## src/rtl/trap_ctrl.sv

```systemverilog
// trap_ctrl: machine-mode trap sequencer.
// Takes exceptions, masked interrupts and mret from the retire stage,
// performs the CSR save/restore sequence one write per cycle over the single
// trap CSR port, then issues a one-cycle redirect while holding the pipeline.
module trap_ctrl #(
    parameter logic [11:0] CSR_MSTATUS = 12'h300,
    parameter logic [11:0] CSR_MTVEC   = 12'h305,
    parameter logic [11:0] CSR_MEPC    = 12'h341,
    parameter logic [11:0] CSR_MCAUSE  = 12'h342,
    parameter logic [11:0] CSR_MTVAL   = 12'h343
) (
    input  logic        clk,
    input  logic        rst_n,
    input  logic        hx_valid_i,
    input  logic [31:0] inst_pc_i,
    input  logic [31:0] next_pc_i,
    input  logic [31:0] inst_i,
    input  logic        inst_ecall_i,
    input  logic        inst_ebreak_i,
    input  logic        inst_illegal_i,
    input  logic        inst_mret_i,
    input  logic        ex_trap_valid_i,
    input  logic        tcmp_trap_valid_i,
    input  logic        soft_trap_valid_i,
    input  logic        mstatus_MIE3_i,
    input  logic [31:0] mepc_i,
    output logic        trap_csr_we_o,
    output logic [11:0] trap_csr_addr_o,
    output logic [31:0] trap_csr_wdata_o,
    input  logic [31:0] trap_csr_rdata_i,
    output logic        trap_stall_o,
    output logic        trap_jump_o,
    output logic [31:0] trap_jump_addr_o
);

    typedef enum logic [2:0] {
        ST_IDLE      = 3'd0,
        ST_W_MEPC    = 3'd1,
        ST_W_MCAUSE  = 3'd2,
        ST_W_MTVAL   = 3'd3,
        ST_W_MSTATUS = 3'd4,
        ST_T_JUMP    = 3'd5,
        ST_M_MSTATUS = 3'd6,
        ST_M_JUMP    = 3'd7
    } state_e;

    localparam logic [31:0] CAUSE_ILLEGAL = 32'd2;
    localparam logic [31:0] CAUSE_EBREAK  = 32'd3;
    localparam logic [31:0] CAUSE_ECALL   = 32'd11;
    localparam logic [31:0] CAUSE_M_EXT   = 32'h8000_000B;
    localparam logic [31:0] CAUSE_M_SOFT  = 32'h8000_0003;
    localparam logic [31:0] CAUSE_M_TIMER = 32'h8000_0007;

    // Trap entry: MPIE takes the old MIE, MIE is cleared.
    function automatic logic [31:0] trap_mstatus(input logic [31:0] cur);
        logic [31:0] res;
        res    = cur;
        res[7] = cur[3];
        res[3] = 1'b0;
        return res;
    endfunction

    // mret: MIE restored from MPIE, MPIE set.
    function automatic logic [31:0] mret_mstatus(input logic [31:0] cur);
        logic [31:0] res;
        res    = cur;
        res[3] = cur[7];
        res[7] = 1'b1;
        return res;
    endfunction

    // Trap target: direct base, or vectored offset for interrupts in mode 01.
    function automatic logic [31:0] trap_target(input logic [31:0] tvec,
                                                input logic [31:0] cause);
        logic [31:0] base;
        base = tvec & 32'hFFFF_FFFC;
        if (cause[31] && (tvec[1:0] == 2'b01)) begin
            return base + ((cause & 32'h7FFF_FFFF) << 2);
        end else begin
            return base;
        end
    endfunction

    state_e      state_q, state_d;
    logic [31:0] cause_q, cause_d;
    logic [31:0] epc_q,   epc_d;
    logic [31:0] tval_q,  tval_d;

    logic        exc_s;
    logic        irq_s;
    logic        idle_s;
    logic        accept_trap_s;
    logic        accept_mret_s;

    // Qualify incoming events; only an IDLE cycle with a retiring instruction accepts.
    always_comb begin
        idle_s        = (state_q == ST_IDLE);
        exc_s         = inst_illegal_i | inst_ebreak_i | inst_ecall_i;
        irq_s         = ex_trap_valid_i | soft_trap_valid_i | tcmp_trap_valid_i;
        accept_trap_s = idle_s & hx_valid_i &
                        (exc_s | (~inst_mret_i & mstatus_MIE3_i & irq_s));
        accept_mret_s = idle_s & hx_valid_i & ~exc_s & inst_mret_i;
    end

    // State and trap context registers.
    always_ff @(posedge clk or negedge rst_n) begin
        if (!rst_n) begin
            state_q <= ST_IDLE;
            cause_q <= 32'd0;
            epc_q   <= 32'd0;
            tval_q  <= 32'd0;
        end else begin
            state_q <= state_d;
            cause_q <= cause_d;
            epc_q   <= epc_d;
            tval_q  <= tval_d;
        end
    end

    // Next-state logic and capture of cause/epc/tval at accept.
    always_comb begin
        state_d = state_q;
        cause_d = cause_q;
        epc_d   = epc_q;
        tval_d  = tval_q;
        case (state_q)
            ST_IDLE: begin
                if (accept_trap_s) begin
                    state_d = ST_W_MEPC;
                    if (inst_illegal_i) begin
                        cause_d = CAUSE_ILLEGAL;
                        tval_d  = inst_i;
                        epc_d   = inst_pc_i;
                    end else if (inst_ebreak_i) begin
                        cause_d = CAUSE_EBREAK;
                        tval_d  = inst_pc_i;
                        epc_d   = inst_pc_i;
                    end else if (inst_ecall_i) begin
                        cause_d = CAUSE_ECALL;
                        tval_d  = 32'd0;
                        epc_d   = inst_pc_i;
                    end else if (ex_trap_valid_i) begin
                        cause_d = CAUSE_M_EXT;
                        tval_d  = 32'd0;
                        epc_d   = next_pc_i;
                    end else if (soft_trap_valid_i) begin
                        cause_d = CAUSE_M_SOFT;
                        tval_d  = 32'd0;
                        epc_d   = next_pc_i;
                    end else begin
                        cause_d = CAUSE_M_TIMER;
                        tval_d  = 32'd0;
                        epc_d   = next_pc_i;
                    end
                end else if (accept_mret_s) begin
                    state_d = ST_M_MSTATUS;
                end else begin
                    state_d = ST_IDLE;
                end
            end
            ST_W_MEPC:    state_d = ST_W_MCAUSE;
            ST_W_MCAUSE:  state_d = ST_W_MTVAL;
            ST_W_MTVAL:   state_d = ST_W_MSTATUS;
            ST_W_MSTATUS: state_d = ST_T_JUMP;
            ST_T_JUMP:    state_d = ST_IDLE;
            ST_M_MSTATUS: state_d = ST_M_JUMP;
            ST_M_JUMP:    state_d = ST_IDLE;
            default:      state_d = ST_IDLE;
        endcase
    end

    // Output decode: CSR port driven from the current state, stall also covers the accept cycle.
    always_comb begin
        trap_csr_we_o    = 1'b0;
        trap_csr_addr_o  = 12'd0;
        trap_csr_wdata_o = 32'd0;
        trap_jump_o      = 1'b0;
        trap_jump_addr_o = 32'd0;
        trap_stall_o     = ~idle_s | accept_trap_s | accept_mret_s;
        case (state_q)
            ST_W_MEPC: begin
                trap_csr_we_o    = 1'b1;
                trap_csr_addr_o  = CSR_MEPC;
                trap_csr_wdata_o = epc_q;
            end
            ST_W_MCAUSE: begin
                trap_csr_we_o    = 1'b1;
                trap_csr_addr_o  = CSR_MCAUSE;
                trap_csr_wdata_o = cause_q;
            end
            ST_W_MTVAL: begin
                trap_csr_we_o    = 1'b1;
                trap_csr_addr_o  = CSR_MTVAL;
                trap_csr_wdata_o = tval_q;
            end
            ST_W_MSTATUS: begin
                trap_csr_we_o    = 1'b1;
                trap_csr_addr_o  = CSR_MSTATUS;
                trap_csr_wdata_o = trap_mstatus(trap_csr_rdata_i);
            end
            ST_T_JUMP: begin
                trap_csr_addr_o  = CSR_MTVEC;
                trap_jump_o      = 1'b1;
                trap_jump_addr_o = trap_target(trap_csr_rdata_i, cause_q);
            end
            ST_M_MSTATUS: begin
                trap_csr_we_o    = 1'b1;
                trap_csr_addr_o  = CSR_MSTATUS;
                trap_csr_wdata_o = mret_mstatus(trap_csr_rdata_i);
            end
            ST_M_JUMP: begin
                trap_jump_o      = 1'b1;
                trap_jump_addr_o = mepc_i & 32'hFFFF_FFFC;
            end
            default: begin
                trap_csr_we_o    = 1'b0;
            end
        endcase
    end

endmodule

```

## config.mk

```make
export PLATFORM = sky130hd
export DESIGN_NAME = trap_ctrl
export DESIGN_NICKNAME = d
export VERILOG_FILES = /design/src/rtl/trap_ctrl.sv
export SDC_FILE = /design/constraint.sdc
export NUM_CORES = 1
export LEC_CHECK = 0
export ABC_AREA = 1
export BUFFER_PORTS_ARGS = -buffer_cell sky130_fd_sc_hd__buf_4
export CAP_MARGIN = 20
export CORE_MARGIN = 4
export CORE_UTILIZATION = 30
export CTS_CLUSTER_DIAMETER = 30
export DETAILED_ROUTE_END_ITERATION = 16
export PLACE_DENSITY = 0.67
export SLEW_MARGIN = 20
export SYNTH_ARGS = -nofsm -noshare
export SYNTH_HDL_FRONTEND = slang
export SYNTH_SLANG_ARGS = --single-unit
```

## constraint.sdc

```tcl
create_clock -name clk -period 2.5 [get_ports clk]
set_clock_uncertainty 0.05 [all_clocks]
set_input_delay 0.25 -clock clk [delete_from_list [all_inputs] [get_ports clk]]
set_output_delay 0.25 -clock clk [all_outputs]
set_load 0.005 [all_outputs]
```

### After elaboration in Yosys (flattened, before gate mapping)

Cells that the tools add are included.

* register bits after elaboration: 99
* logic and storage cells: 54

* bitwise gates (word level): 16
* $add $sub $neg: 1
* reduce and logical (&&, ||, !) cells: 6
* mux-type cells: 19
* equal/unequal tests: 8

Operators by type and width (number)
* $mux W32: 9
* $pmux W32 S5: 1
* $pmux W32 S2: 1
* $pmux W10 S5: 1
* $add A32 B32 Y32: 1
* $pmux W3 S7: 1
* $eq A3 B3 Y1 const B: 4
* $mux W3: 3
* $or A1 B1 Y1: 7
* $and A1 B1 Y1: 6
* $eq A3 B2 Y1 const B: 2
* $reduce_or A5 Y1: 1
* $mux W4: 1
* $reduce_or A2 Y1: 2
* $eq A3 B1 Y1 const B: 1
* $logic_not A3 Y1: 1
* $not A1 Y1: 3
* $eq A2 B1 Y1 const B: 1
* $mux W1: 2
* $reduce_and A2 Y1: 1
* $logic_and A1 B1 Y1: 1

### Depth between registers and ports, before layout

Gate-level depths: netlist of run 1.

* word-level depth: 8
* gate-level depth with buffers: 11
* depth with buffers taken out: 11

### Least setup slack after synthesis of run 1

OpenSTA, ideal clock, no wires.

* path type: register to output
* start point: reg cause_q[0]
* end point: out trap_jump_addr_o[22]
* stages on the path, launching flop included: 11
* data arrival time: 1.684 ns
* path slack: 0.516 ns
* required time: 2.200 ns
* cells stage by stage: dfrtp_1 > ha_1 > fa_1 > nand2_1 > nand3_1 > nand3_4 > nor2_1 > nand2_1 > xor2_1 > nand2_1 > nand2_1

* longest elaborated chain between the ends: 3

Ends and longest elaborated chain
* start, declared: line 85 `logic [31:0] cause_q, cause_d;`
* start signal, assigned: line 114 `cause_q <= cause_d;`
* $add A32 B32 Y32: line 78 `return base + ((cause & 32'h7FFF_FFFF) << 2);`
* $mux W32: line 77 `if (cause[31] && (tvec[1:0] == 2'b01)) begin`
* $pmux W32 S2: line 180 `case (state_q)`
* end, declared: line 33 `output logic [31:0] trap_jump_addr_o`

No other way between the ends.

### Final worst setup path of run 1

* start point: reg cause_q[2]
* end point: out trap_jump_addr_o[19]

Same word-level chain as after synthesis.

==> impl_metrics.ini, run 1 <==
[outcome]
outcome = finished, final reports clean

[grt]
grt_overflow = 0
grt_pass1_wl_mm = 31.7
antenna_found_initial = 0
grt.busiest_layer = met2
grt.met1_usage_pct = 27.6
met2_usage_pct = 31.5
grt_usage_pct = 19.6
grt_max_degree = 73
grt_pass1_vias = 5900
met3_usage_pct = 3.47

[floorplan]
dieArea_um2 = 20800
ios = 250
fp.dieH_um = 144
fp-row-count = 49
core_um2 = 18100
start_util_pct = 30.8
dieWidth_um = 144

[synth]
synth_top_family_by_area = simple AND/OR/NAND/NOR gates
ys_types = 43
synthMuxAreaShare_pct = 0
ys_seq_area_share_pct = 32.3
synthSimpleGateAreaFrac_pct = 32.0
synth_cells = 861
synth_top_area_share_pct = 32.3
async_reset_ff_share_pct = 100
synth_most_common_cell = nand2_1
ys_seq_elements = 72
ys.flop_type = dfrtp_1
synth_area_leader_cell = dfrtp_1
synth_area_um2 = 5580
synth_area_leaders = dfrtp_1, nand2_1, o21ai_0
synth_compound_area_share_pct = 20.0
synth_edf_count = 0
synthAdderAreaFrac_pct = 1.26
synth_xor_area_share_pct = 1.10
synth.top_cells.by_count = nand2_1, inv_1, o21ai_0
ys_warn_count = 0
postSynthAreaPerCell_um2 = 6.48

[cells_and_area]
fill_cells = 1885
insertedDiodeCount = 0
final_cell_count_no_fill = 1318
syn2layout_area_growth_pct = 43.9
nNetsFinal = 1260
fin_area_um2 = 8030
final_layout_size_suffix_gt1_share_pct = 30.3

[sta]
rsz0062_at_grt = true
setup_viol = 0
worst_pin_slew_ns = 0.906
finalWorstSetupSlack_ns = 0.0686
hold_violations = 0
fin_crit_ns = 2.43
relSlewSlack_pct = 39.6
timing.final.crit_share_pct = 97.3
fmaxAchievable_mhz = 411
final_max_slew_viol_count = 0
setup_tns_ns = 0
hold_slack_ns = 0.00665

[clock_network]
clock_path_buffers = 2
cts_tree = built
cts_made_buffers = 9
ctsRootBufferMaster = clkbuf_16
htreeDepth = 3
postCtsHoldBufs = 0
clkLatencyLatePin_ns = 0.33
path_clk_slew_ns = 0.06
cts.sinks = 72

[place]
io_buffers = 239
dp_slack_ns = 0.146
gp_congestion = 0.845
place_hpwl_mm = 16.8
dpl_cell_area_um2 = 7520
dp.cells = 1297

[worst_setup_path]
criticalPathCategory = register to primary output
rrSetupSlack_ns = 0.60
critPathTopFamily = simple AND/OR/NAND/NOR gates
critPathLaunchType = register
arrival_ns = 2.13
slowest_stage = dfrtp_2
crit_chain = ha_4, nand2_1, nand2_2, nand2_2, nand3_4, nand4_1, buf_4, nand2_1, nand2_1, nand2_1, buf_4
crit_fanout = 6
slowest_delay_ns = 0.44
cp.required_ns = 2.20
cp_num_buf_inv = 2
cp-end-kind = primary output
path_common_cell = nand2_1

[pwr]
leakage_nw = 4.10
powerDensity_nw_per_um2 = 834
ir_drop_mv = 0.391

[drt]
routed_wl_mm = 21.2
post_drt_wl_per_cell_um = 16.1
firstDrtPassIters = 5
first_iter_violations = 369
drc = 0
via_per_inst = 4.78
ant_nets = 0
num_vias = 6305

[min_path]
hp-class = primary input to async pin

[job]
drv_cap = 0
[stage by stage]
step           total power [mW]  util (%)
2_1_floorplan              3.67         -
3_3_place_gp               5.17      41.4
3_5_place_dp               5.22      41.4
4_1_cts                    6.68      43.5
5_1_grt                    7.23      44.2
6_report                   6.69      44.2
[registers in the layout, summed over array words and instances (netlist names)]
| name | flops |
|---|---|
| tval_q | 32 |
| state_q | 3 |
| epc_q | 32 |
| cause_q | 5 |
[area by class of cell]
type	count	area (µm²)	share of cell area [%]
Multi-Input combinational cell	628	3200	39.8
Timing Repair Buffer	258	1970	24.6
Clock inverter	5	80.1	0.997
Inverter	115	442	5.50
Tap cell	229	287	3.57
Clock buffer	11	243	3.02
Sequential cell	72	1810	22.5
[report_power, final]
group          leakage, nW  internal (mW)  switching [mW]
Sequential           0.900           1.71           0.275
Clock                0.152          0.899           0.476
Combinational         3.05           1.48            1.85
[worst reg2reg max path: stages (launching register included)]
cell and delay [ns]:
dfrtp_2 0.49, clkinv_2 0.13, nand2_2 0.10, nor2_2 0.15, nand2_4 0.15, inv_4 0.30, buf_12 0.27, nand2_1 0.10
o21ai_0 0.08
[final timing paths]
path                          startpoint                    to  cells past startpoint
max in group asynchronous          rst_n            cause_q[2]                      1
min in group clk           inst_pc_i[10]             epc_q[10]                      3
hold / removal                     rst_n              epc_q[4]                      1
setup reg to reg              state_q[2]             epc_q[13]                      8
setup / recovery              cause_q[2]  trap_jump_addr_o[19]                     11
hold reg to reg                tval_q[6]             tval_q[6]                      2
[cells by family (layout without fill, tap and decap cells)]
kind of cell | Yosys count | in the layout
AOI/OAI and AO/OA | 187 | 187
adders and majority gates | 5 | 5
other | 1 | 8
and+or+nand+nor | 421 | 421
xor gates and xnor gates | 7 | 7
buffers and inverters | 168 | 389
DFF | 72 | 72
[timing repair]
item	in CTS	in global routing
endpoints found under the setup margin	25	41
buffers inserted	2	3
pin swaps	0	8
hold endpoints to repair	0	0
gates cloned	0	0
gates resized for setup	9	33
[layer usage]
layer | up-vias | share of wire (%)
met3 | 14 | 7.1
met5 | - | 0
met4 | 0 | 0.98
met1 | 2868 | 46
li1 | 3209 | -
met2 | 214 | 46
[layout by cell type (no fill, tap or decap), types with 5 or more instances in the layout]
cell type | netlist | routed
nand2_1 | 295 | 286
buf_4 | 12 | 255
inv_1 | 111 | 110
o21ai_0 | 104 | 97
dfrtp_1 | 72 | 69
nor2_1 | 53 | 47
nand3_1 | 37 | 33
a21oi_1 | 27 | 27
o221ai_1 | 26 | 26
nand2_2 | 3 | 12
nand4_1 | 9 | 9
clkbuf_16 | 0 | 9
o21ai_1 | 3 | 8
o21ai_2 | 6 | 8
conb_1 | 1 | 8
nor2_2 | 4 | 7
o211ai_1 | 7 | 7
xor2_1 | 7 | 7
a22oi_1 | 6 | 6
nor2_4 | 2 | 5
nor3_1 | 5 | 5
No activity file was read; power rests on OpenSTA's default activity.
==> inputs of run 2 (changes only) <==
BUFFER_PORTS_ARGS = -buffer_cell sky130_fd_sc_hd__buf_2   (was -buffer_cell sky130_fd_sc_hd__buf_4)
==> run 2 against run 1 <==
Sequential power about the same. Worst setup slack got worse by 0.040 ns. Via count increased by 1.8%. Total power decreased by 7.8%. Final area decreased by 7.4%. Die area unchanged. Final cell count increased by 0.61%. Critical path depth unchanged. Utilization decreased by 3.3 points. Wire length increased by 0.38%. Sequential share of layout area increased by 1.8 points. Fmax decreased by 1.6%. Critical path type unchanged. Largest power group unchanged.
==> impl_metrics.ini, run 2 (same netlist as run 1, synthesis figures left out) <==
[drt]
firstDrtPassIters = 4
highest_layer = met4
drc = 0
routed-wl-met2_mm = 9.76
num_vias = 6421
ant_nets = 0
post_drt_wl_per_cell_um = 16.1
routed_wl_mm = 21.3
met1_length_mm = 9.72
via_per_inst = 4.84
first_iter_violations = 378
wl_met3_mm = 1.52

[sta]
fmaxAchievable_mhz = 405
timing.final.crit_share_pct = 98.9
hold_slack_ns = 0.0161
worst_pin_slew_ns = 0.931
relSlewSlack_pct = 37.9
rsz0062_at_grt = true
fin_crit_ns = 2.47
final_max_slew_viol_count = 0
setup_viol = 0
hold_violations = 0

[pwr]
p_sw_share_pct = 41.9
leakage_nw = 3.96
fin_total_pwr_mw = 6.17
power_frac_comb_pct = 49.1
p_clk_share_pct = 18.5
pwr-share-seq_pct = 32.5
ir_drop_mv = 0.294
powerDensity_nw_per_um2 = 830
p_sw_mw = 2.58
intPower_mw = 3.59

[clock_network]
cts.sinks = 72
path_clk_slew_ns = 0.05
clock_path_buffers = 2
cts_tree = built
clkLatencyLatePin_ns = 0.33
htreeDepth = 3
postCtsHoldBufs = 0
cts_made_buffers = 9
ctsRootBufferMaster = clkbuf_16

[cells_and_area]
final_layout_size_suffix_gt1_share_pct = 30.5
fin_area_um2 = 7440
syn2layout_area_growth_pct = 33.3
reg_top3 = epc_q (32), tval_q (32), cause_q (5)
insertedDiodeCount = 0
final_cell_mix = nand2_1, buf_2, inv_1
nNetsFinal = 1270
final_common_cell = nand2_1

[place]
io_buffers = 239
dpl_cell_area_um2 = 6920
place_hpwl_mm = 16.7
gp_congestion = 0.863

[floorplan]
fp-row-count = 49
dieWidth_um = 144
start_util_pct = 30.8
fp.dieH_um = 144
dieArea_um2 = 20800
core_um2 = 18100
ios = 250

[grt]
grt_usage_pct = 19.6
grt_pass1_vias = 5760
antenna_found_initial = 0
grt_overflow = 0
grt_pass1_wl_mm = 31.5
grt_max_degree = 73

[worst_setup_path]
crit_fanout = 6
cp.required_ns = 2.20
ff2ff_path_depth = 8
cp-end-kind = primary output
arrival_ns = 2.17
criticalPathCategory = register to primary output
critPathLaunchType = register
reg2reg_to = epc_q[5]
crit-reg2reg-launch = state_q[1]
rrSetupSlack_ns = 0.58

[job]
drv_cap = 0

[outcome]
outcome = finished, final reports clean

[min_path]
hp-class = primary input to async pin
==> run 2: cell count changes in the layout (fill, tap and decap cells not counted), moves of 2 or more <==
cell,change
buf_2,+238
buf_4,-229
o21ai_0,-5
nand2_2,-4
nand2_1,+3
nor2_2,-3
o21ai_1,+3
buf_12,-2
buf_6,+2
bufinv_16,-2
clkbuf_1,+2
nor2_4,+2
o21ai_2,+2
==> run 2: what timing repair did <==
item / CTS / global route
setup endpoints to repair: 25 / 29
gates cloned: 1 / 0
setup buffers: 7 / 5
pin swaps: 1 / 18
resized for setup: 14 / 36
==> run 2: cell type report <==
type                       instances  area [µm²]
tap                              229         287
multi-input combinational        628        3210
clock inverter                     1        5.00
inverter                         115         439
sequential                        72        1810
timing repair buffer             267        1430
timing repair inverter             1        7.51
clock buffer                      13         250
fill                            1976       10700
==> run 2: power groups by stage <==
stage / Clock, mW / Sequential, mW / Combinational [mW]
2_1_floorplan: 0 / 1.90 / 1.77
3_3_place_gp: 0 / 1.98 / 2.84
3_5_place_dp: 0 / 2.00 / 2.88
4_1_cts: 1.18 / 1.99 / 2.99
5_1_grt: 1.22 / 2.07 / 3.41
6_report: 1.14 / 2.00 / 3.03
==> run 2: how the worst max path moves through the flow <==
stage / start / endpoint / slack (ns) / cells past startpoint
after detailed placement: cause_q[0] / trap_jump_addr_o[18] / 0.16 / 10
after floorplan: cause_q[0] / trap_jump_addr_o[22] / 0.52 / 10
final: cause_q[0] / trap_jump_addr_o[14] / 0.03 / 11
after CTS: cause_q[0] / trap_jump_addr_o[22] / 0.003 / 11
after global routing: cause_q[2] / trap_jump_addr_o[27] / -0.11 / 10
after global placement: cause_q[0] / trap_jump_addr_o[18] / 0.21 / 10
==> run 2: layer usage <==
metal | GRT usage (%) | vias to the layer above
met1 | 27.4 | 2889
li1 | - | 3230
met5 | 0 | -
met4 | 5.45 | 0
met2 | 31.4 | 275
met3 | 3.04 | 27
==> run 2: critical path, stage by stage (launching register included) <==
cell,delay [ns]
dfrtp_1,0.43
ha_4,0.19
fa_2,0.38
nand2_2,0.09
nand3_2,0.09
nand3_4,0.13
nor2_4,0.07
nand2_1,0.08
xor2_1,0.15
nand2_1,0.07
nand2_1,0.06
buf_2,0.10
==> run 2: stage by stage <==
stage | util [%] | setup slack (ns) | TNS (ns) | std cells
6_report | 41.0 | 0.0283 | 0 | 1326
5_1_grt | 41.0 | -0.108 | -0.864 | 1326
4_1_cts | 40.2 | 0.00284 | 0 | 1321
3_5_place_dp | 38.1 | 0.155 | 0 | 1299
3_3_place_gp | 38.1 | 0.206 | 0 | 1299
2_1_floorplan | - | 0.516 | 0 | 868
